**src/rtl/fb_line_buffer_pkg.sv**
```systemverilog
// Shared constants, pixel type and read-FSM encodings for the framebuffer line buffer.
package fb_line_buffer_pkg;

  localparam int GB_LINE_PIXELS   = 160;
  localparam int GB_LINE_BYTES    = 40;
  localparam int GB_VISIBLE_LINES = 144;

  typedef logic [1:0] pixel_t;

  typedef enum logic {
    IDLE   = 1'b0,
    STREAM = 1'b1
  } rd_state_t;

  // Pixel 0 lives in the top bit pair of each byte.
  function automatic pixel_t unpack_pixel(input logic [7:0] b, input logic [1:0] idx);
    pixel_t p;
    case (idx)
      2'd0:    p = b[7:6];
      2'd1:    p = b[5:4];
      2'd2:    p = b[3:2];
      default: p = b[1:0];
    endcase
    return p;
  endfunction

endpackage

```
**src/rtl/fb_line_bank.sv**
```systemverilog
// One scanline of packed pixels: synchronous write, combinational read.
// Zero read latency; no flow control of its own, the parent decides when to write.
module fb_line_bank
  import fb_line_buffer_pkg::*;
#(
  parameter int DEPTH = GB_LINE_BYTES,
  parameter int AW    = $clog2(DEPTH)
) (
  input  logic          clk,
  input  logic          we,
  input  logic [AW-1:0] wr_addr,
  input  logic [7:0]    wr_data,
  input  logic [AW-1:0] rd_addr,
  output logic [7:0]    rd_data
);

  logic [7:0] mem [DEPTH];

  always_ff @(posedge clk) begin
    if (we) mem[wr_addr] <= wr_data;
  end

  assign rd_data = mem[rd_addr];

endmodule

```
**src/rtl/fb_line_buffer.sv**
```systemverilog
// Ping-pong scanline store between the GPU framebuffer port and a valid/ready pixel stream.
// First pixel one cycle after a bank fills; ready low freezes the stream, writes to a full bank are dropped and flagged.
module fb_line_buffer
  import fb_line_buffer_pkg::*;
#(
  parameter int LINE_BYTES      = GB_LINE_BYTES,
  parameter int LINES_PER_FRAME = GB_VISIBLE_LINES
) (
  input  logic       iClock,
  input  logic       iReset,
  input  logic       iFrameBufferWe,
  input  logic [7:0] iFrameBufferData,
  input  logic [7:0] iFrameBufferAddr,
  output logic [1:0] oPixel,
  output logic       oPixelValid,
  input  logic       iPixelReady,
  output logic       oLineDone,
  output logic       oFrameDone,
  output logic [7:0] oLineCount,
  output logic       oOverflow
);

  localparam int             AW        = $clog2(LINE_BYTES);
  localparam logic [AW-1:0]  LAST_BYTE = AW'(LINE_BYTES - 1);
  localparam logic [7:0]     LAST_LINE = 8'(LINES_PER_FRAME - 1);

  rd_state_t     state_q, state_d;
  logic          wbank_q, rbank_q, rbank_d;
  logic [1:0]    bank_full_q, bank_full_d;
  logic [AW-1:0] byte_q, byte_d;
  logic [1:0]    pix_q, pix_d;
  logic [7:0]    line_q, line_d;
  logic          overflow_q;
  logic          rd_release;
  logic          line_done, frame_done;
  logic [7:0]    bank_rd [2];

  logic wr_in_range, wr_accept, wr_close;

  assign wr_in_range = iFrameBufferWe && (iFrameBufferAddr < 8'(LINE_BYTES));
  assign wr_accept   = wr_in_range && !bank_full_q[wbank_q];
  assign wr_close    = wr_accept && (iFrameBufferAddr == 8'(LINE_BYTES - 1));

  for (genvar b = 0; b < 2; b++) begin : g_bank
    fb_line_bank #(
      .DEPTH (LINE_BYTES),
      .AW    (AW)
    ) u_bank (
      .clk     (iClock),
      .we      (wr_accept && (wbank_q == 1'(b))),
      .wr_addr (iFrameBufferAddr[AW-1:0]),
      .wr_data (iFrameBufferData),
      .rd_addr (byte_q),
      .rd_data (bank_rd[b])
    );
  end

  always_comb begin
    state_d    = state_q;
    byte_d     = byte_q;
    pix_d      = pix_q;
    line_d     = line_q;
    rbank_d    = rbank_q;
    rd_release = 1'b0;
    line_done  = 1'b0;
    frame_done = 1'b0;
    case (state_q)
      IDLE: begin
        if (bank_full_q[rbank_q]) begin
          state_d = STREAM;
          byte_d  = '0;
          pix_d   = '0;
        end
      end
      STREAM: begin
        if (iPixelReady) begin
          pix_d = pix_q + 2'd1;
          if (pix_q == 2'd3) begin
            byte_d = byte_q + 1'b1;
            if (byte_q == LAST_BYTE) begin
              byte_d     = '0;
              rd_release = 1'b1;
              line_done  = 1'b1;
              rbank_d    = ~rbank_q;
              if (line_q == LAST_LINE) begin
                line_d     = '0;
                frame_done = 1'b1;
              end else begin
                line_d = line_q + 8'd1;
              end
              // Chain straight into the other bank when it is already waiting.
              if (!bank_full_q[~rbank_q]) state_d = IDLE;
            end
          end
        end
      end
      default: state_d = IDLE;
    endcase
  end

  // Release and fill always target different banks: a fill needs the bank empty at cycle start.
  always_comb begin
    bank_full_d = bank_full_q;
    if (rd_release) bank_full_d[rbank_q] = 1'b0;
    if (wr_close)   bank_full_d[wbank_q] = 1'b1;
  end

  always_ff @(posedge iClock) begin
    if (iReset) begin
      state_q     <= IDLE;
      wbank_q     <= 1'b0;
      rbank_q     <= 1'b0;
      bank_full_q <= 2'b00;
      byte_q      <= '0;
      pix_q       <= '0;
      line_q      <= '0;
      overflow_q  <= 1'b0;
    end else begin
      state_q     <= state_d;
      rbank_q     <= rbank_d;
      bank_full_q <= bank_full_d;
      byte_q      <= byte_d;
      pix_q       <= pix_d;
      line_q      <= line_d;
      if (wr_close) wbank_q <= ~wbank_q;
      if (wr_in_range && bank_full_q[wbank_q]) overflow_q <= 1'b1;
    end
  end

  assign oPixelValid = (state_q == STREAM);
  assign oPixel      = oPixelValid ? unpack_pixel(bank_rd[rbank_q], pix_q) : 2'b00;
  assign oLineDone   = line_done;
  assign oFrameDone  = frame_done;
  assign oLineCount  = line_q;
  assign oOverflow   = overflow_q;

endmodule

```
**config.mk**
```make
export PLATFORM = sky130hd
export DESIGN_NAME = fb_line_buffer
export DESIGN_NICKNAME = d
export VERILOG_FILES = /design/src/rtl/fb_line_buffer_pkg.sv /design/src/rtl/fb_line_bank.sv /design/src/rtl/fb_line_buffer.sv
export SDC_FILE = /design/constraint.sdc
export NUM_CORES = 1
export LEC_CHECK = 0
export ABC_AREA = 0
export CAP_MARGIN = 20
export CORE_MARGIN = 4
export CORE_UTILIZATION = 60
export DETAILED_ROUTE_END_ITERATION = 10
export PLACE_DENSITY = 0.84
export SETUP_SLACK_MARGIN = 0.02
export SLEW_MARGIN = 15
export SYNTH_ARGS = -nofsm -noshare
export SYNTH_HDL_FRONTEND = slang
export SYNTH_SLANG_ARGS = --single-unit
```
**constraint.sdc**
```tcl
create_clock -name iClock -period 3.5 [get_ports iClock]
set_input_delay 1.05 -clock iClock [delete_from_list [all_inputs] [get_ports iClock]]
set_output_delay 1.05 -clock iClock [all_outputs]
set_load 0.005 [all_outputs]
```
==> metrics.txt, run 1 <==
leading area contributor after synthesis edfxtp_1; slew at the pin closest to its max-slew limit 1.01 ns; Vias 16100; Final Cell Area 0.0320 sq mm; final core utilization 0.742; Yosys top cell area share 0.733; Clk pin slew, worst setup/hold paths 0.07 ns; endpoints failing setup 2; count leader, synth edfxtp_1; CTS sink cnt 668; Hold Startpoint oOverflow; CTS max path bufs 3; initial antenna violation count 1; TritonCTS Buffers 66; GR met2 Demand/Resource 0.518; Vias/cell 6.99; Setup CP Type reg2out; DRT antenna net count 0; Post-Syn Instances 1319; routability cong. 0.927; Worst-Skew Late Latency 0.60 ns; RSZ-0062 raised after global routing yes; M1 GR Usage 0.434; Worst R2R Path Depth 7; maxcap violations 0; detailed-route wire length per cell 33.8 microns; largest net degree at the start of global routing 81; row cnt 76; power per cell area 501 mW/mm^2; sequential cell area 0.0198 sq mm; met3 usage in global routing 0.0842; cts hold-fix bufs 0; synth top area cells edfxtp_1 (73%), mux4_2 (12%), mux2i_1 (2.2%), dfxtp_1 (2.1%), nor2_1 (1.6%); routed wire length 77700 microns; flop-to-flop setup slack 1.33 ns; Synth Cell Area 0.0262 sq mm; Top Ports 34; Final period util 1.28; register area share after synthesis 0.755; placed cells 2147; synth cell count leaders edfxtp_1 (640), mux4_2 (138), nor2_1 (112), mux2i_1 (57), nand2_1 (29); final setup margin -0.975 ns; Layout Nets 1690; Slew Limit Fails 0; global-route wire length before repair 113000 microns; H-tree levels 3; Buffers on Ports 33; WP data required 2.45 ns; WHS 0.520 ns; clock root cell clkbuf_16; Layout Cells excl Fill 2299; Clock Skew 0.0257 ns; Worst Path Max Fanout 7; GRT Util Overall 0.330; iteration-0 DRC count of the detailed router 3034; total die area 0.0471 sq mm; Initial Utilization 0.607; Post-synth ARST share 0; cell count of the worst hold path 2; DP Wirelength 43400 microns; total gr overflow 0; share of layout cells above drive strength 1 0.370; power after layout 16.1 mW; vias in the first global route 16400; Die Span Y 217 microns; Avg Cell Area, Syn 19.9 sq um; Area Growth Syn to Fin 22.2%; f_max 223 MHz; number of synthesized flops with an enable pin 640; Final min period 4.48 ns; Ys Warns 0; busiest layer in global routing met2; Die Width 217 microns; violated checks negative setup slack; Lkg Pwr 10.4 nW; hold path endpoint oOverflow; slew margin rel. 0.325; Hold Violations, Final 0; DRC viols 0; worst vdd ir 394 uV; crit end category primary output; RR Startpoint pix_q[0]; startpoint types flop; ys flop type edfxtp_1; Hold Path Class reg2reg; Fillers 2146; outcome complete, but fails checks; post-synthesis cell type count 65; dpl cell area 0.0291 sq mm; core area 0.0432 sq mm; CP arrival 3.43 ns; syn nets 1345; multi-input logic area 0.00632 sq mm; Synth Register Bits 668; CTS tree built; drt pass-1 iters 6
## through the flow
| stage | setup slack (ns) | TNS (ns) |
|---|---|---|
| floorplan | 0.261 | 0 |
| global placement | -0.855 | -2.44 |
| detailed placement | -0.843 | -2.57 |
| CTS | -0.784 | -1.56 |
| global route | -0.935 | -1.84 |
| finish | -0.975 | -1.91 |
## per-layer routing
| metal | vias to the layer above | wire length [microns] |
|---|---|---|
| met5 | - | 0 |
| met4 | 0 | 5690 |
| met3 | 432 | 10500 |
| met2 | 1555 | 36500 |
| met1 | 7957 | 25000 |
| li1 | 6121 | - |
## area by class of cell
cell class / count / share of cell area
tap: 585 / 0.0229
clock inverter: 38 / 0.0109
multi-input combinational: 573 / 0.197
antenna: 2 / 0.000156
inverter: 9 / 0.00106
timing repair buffer: 346 / 0.0951
sequential: 668 / 0.618
clock buffer: 78 / 0.0543
## registers in the layout, indices dropped and copies added, names as in the netlist, named ones only
| name | cells |
|---|---|
| pix_q | 2 |
| oPixelValid | 1 |
| wbank_q | 1 |
| byte_q | 6 |
| g_bank.u_bank.mem | 640 |
| oOverflow | 1 |
| oLineCount | 8 |
| rbank_q | 1 |
| bank_full_q | 2 |
## critical path: stages (launching register included)
cell     delay, ns
dfxtp_4       0.51
buf_8         0.18
buf_6         0.13
buf_12        0.12
buf_6         0.10
mux4_2        0.50
mux2i_1       0.17
nand3_1       0.20
a32oi_1       0.27
o22ai_1       0.14
o221a_1       0.33
buf_2         0.17
## how the worst max path moves through the flow
| stage | endpoint | cells after the start |
|---|---|---|
| 2_1_floorplan | oPixel[1] | 9 |
| 3_3_place_gp | oPixel[0] | 10 |
| 3_5_place_dp | oPixel[0] | 10 |
| 4_1_cts | oPixel[1] | 9 |
| 5_1_grt | oPixel[1] | 9 |
| 6_report | oPixel[1] | 11 |
## timing repair
action / in CTS / in global routing
buffers inserted: 24 / 7
gates cloned: 3 / 1
hold endpoints to repair: 0 / 0
setup endpoints to repair: 4 / 4
pin swaps: 22 / 9
gates resized for setup: 83 / 27
## cells in the final DEF, fill, tap and decap left out, types with 6 or more instances in the layout
master,count
buf_2,11
clkbuf_1,9
nand3_1,20
a31oi_1,6
mux2i_1,54
buf_12,21
a22o_1,6
clkdlybuf4s50_1,21
nand2_1,26
nor3_1,8
o22ai_1,9
nand3b_1,7
inv_1,6
buf_6,13
nor2b_1,7
a21oi_1,13
o21ai_0,10
xor2_1,7
edfxtp_1,640
mux2_2,8
dfxtp_1,20
clkinv_1,11
and2_1,6
inv_6,7
nor2_1,110
clkinv_2,15
mux4_2,138
clkbuf_16,68
buf_4,272
a22oi_1,20
## where the power goes
part / switching [mW] / internal, mW
Combinational: 0.217 / 0.0570
Clock: 3.08 / 3.95
Sequential: 0.00536 / 8.75
## cells by family (layout without fill, tap and decap cells)
logic type / after synthesis / count (layout) / share of synthesized area
other: 0 / 2 / 0
multiplexers: 206 / 206 / 0.146
XOR/XNOR: 11 / 11 / 0.00368
AND/OR/NAND/NOR: 222 / 222 / 0.0390
buffers and inverters: 78 / 471 / 0.0179
flip-flops: 668 / 668 / 0.755
AO/OA/AOI/OAI: 128 / 128 / 0.0355
adder cells (fa/ha/maj): 6 / 6 / 0.00286
Note: power is estimated with default switching activity, not from simulation.
==> run 2, diff against run 1 <==
Settings changed: ABC_AREA 0 to not set, CORE_MARGIN 4 to not set.
==> metrics.txt, run 2 (synthesized netlist as in run 1, its figures left out) <==
f_max 235 MHz (+5.1%); Hold Violations, Final 0 (unchanged); CTS tree built; RSZ-0062 raised after global routing yes; endpoints failing setup 2 (unchanged); placement-stage worst setup slack -1.05 ns (-0.204 ns); Layout Nets 1667 (-1.4%); Clk pin slew, worst setup/hold paths 0.07 ns (about the same); Final min period 4.26 ns (-0.217 ns); dpl cell area 0.0290 sq mm (-0.48%); Final period util 1.22 (-0.0620); total die area 0.0445 sq mm (-5.5%); Clock Skew 0.0217 ns (-0.00401 ns); drt pass-1 iters 8 (+2); routability cong. 0.965 (+4.1%); CTS max path bufs 3 (unchanged); share of layout cells above drive strength 1 0.349 (-0.0208); initial antenna violation count 1 (unchanged); Slew Limit Fails 0 (unchanged); row cnt 76 (unchanged); Worst R2R Path Depth 6 (-1); Area Growth Syn to Fin 21.5%; Worst Path Max Fanout 6 (-1); Final Cell Area 0.0318 sq mm (-0.57%); Setup crit end oPixel[1]; most common cell after layout, fill and taps aside edfxtp_1; Vias 15400 (-4.4%); worst vdd ir 445 uV (+13%); clock root cell clkbuf_16; Vias/cell 6.75 (-3.4%); DRT antenna net count 0 (unchanged); slew at the pin closest to its max-slew limit 0.916 ns (-0.0968 ns); Die Width 211 microns (-2.8%); CTS sink cnt 668 (unchanged); iteration-0 DRC count of the detailed router 2436 (-20%); final core utilization 0.739 (-0.00260); Hold Path Class reg2reg; DRC viols 0 (unchanged); flop-to-flop setup slack 0.90 ns (-0.43 ns); CP arrival 3.21 ns (-0.22 ns); Worst-Skew Late Latency 0.59 ns (about the same); max FFs per register 640 (unchanged); final setup margin -0.758 ns (+0.217 ns); violated checks negative setup slack; GRT Util Overall 0.326 (-0.00415); total gr overflow 0 (unchanged); slew margin rel. 0.390 (+0.0645); global-route wire length before repair 103000 microns (-8.8%); WHS 0.563 ns (+0.0429 ns); vias in the first global route 15500 (-5.7%); outcome complete, but fails checks; Top Ports 34 (unchanged); Setup CP Type reg2out; Most flops, register g_bank.u_bank.mem; RR Startpoint rbank_q; commonest non-fill, non-tap cells in the layout edfxtp_1 (640), buf_4 (244), mux4_2 (139), nor2_1 (111), clkbuf_16 (72); routed wire length 71700 microns (-7.7%); TritonCTS Buffers 66 (unchanged); core area 0.0431 sq mm (-0.22%); startpoint types flop; crit end category primary output; H-tree levels 3 (unchanged); WP data required 2.45 ns (about the same); detailed-route wire length per cell 31.5 microns (-6.7%); Lkg Pwr 10.3 nW (-1.1%); maxcap violations 0 (unchanged); Initial Utilization 0.608 (+0.00134); Ant. Diodes 0 (-2); power per cell area 502 mW/mm^2 (about the same); Buffers on Ports 33 (unchanged); Die Span Y 211 microns (-2.8%); DP Wirelength 42400 microns (-2.3%); largest net degree at the start of global routing 81 (unchanged)
## run 2: cell count changes in the layout (fill, tap and decap cells not counted), sizes merged
| cell | previous run | this run |
|---|---|---|
| buf | 321 | 298 |
| clkbuf | 79 | 94 |
| inv | 13 | 8 |
| clkinv | 28 | 24 |
| bufinv | 5 | 2 |
| diode | 2 | 0 |
| clkdlybuf4s50 | 21 | 20 |
## run 2: worst min-delay path by stage
stage	cells past startpoint	slack, ns	end	startpoint
2_1_floorplan	2	0.46	oOverflow	oOverflow
3_3_place_gp	2	0.49	byte_q[5]	byte_q[5]
3_5_place_dp	2	0.52	oLineCount[6]	oLineCount[6]
4_1_cts	2	0.54	oLineCount[6]	oLineCount[6]
5_1_grt	2	0.59	oLineCount[1]	oLineCount[1]
6_report	2	0.56	oLineCount[1]	oLineCount[1]
## run 2: layout make-up
cell class              count  area [sq um]
clock inverters            26           179
well taps                 585           732
fillers                  2208         11200
flip-flops and latches    668         19800
multi-input cells         573          6240
repair buffers            323          2950
clock buffers              92          1910
inverters                   9          33.8
## run 2: stage by stage
step / cells / power, mW / TNS [ns]
3_3_place_gp: 2125 / 9.16 / -3.00
4_1_cts: 2264 / 15.9 / -1.58
5_1_grt: 2276 / 16.3 / -1.63
6_report: 2276 / 16.0 / -1.49
2_1_floorplan: 1319 / 8.97 / 0
3_5_place_dp: 2125 / 9.18 / -2.83
## run 2: power by group
| group | switching, mW | internal [mW] |
|---|---|---|
| Combinational | 0.209 | 0.0626 |
| Sequential | 0.00429 | 8.75 |
| Clock | 2.98 | 3.96 |
## run 2: routing by layer
layer  up-vias  wire [microns]  track usage
li1       6090               -            -
met1      7782           24600        0.432
met2      1232           35400        0.532
met3       256            8180       0.0647
met4         2            3490        0.141
met5         -              13            0
## run 2: critical path, cell delays in order, from the launching register on
cell      delay (ns)
dfxtp_4         0.41
buf_12          0.17
buf_12          0.13
buf_12          0.11
buf_4           0.10
mux4_2          0.55
mux2i_4         0.26
o311ai_1        0.15
o2111a_1        0.27
o221a_1         0.31
buf_2           0.16
## run 2: what timing repair did
item / in CTS / in global routing
hold buffers: 0 / 0
setup buffers: 19 / 12
gates cloned: 2 / 1
setup endpoints to repair: 4 / 3
gates resized for setup: 67 / 42
pin swaps: 17 / 18
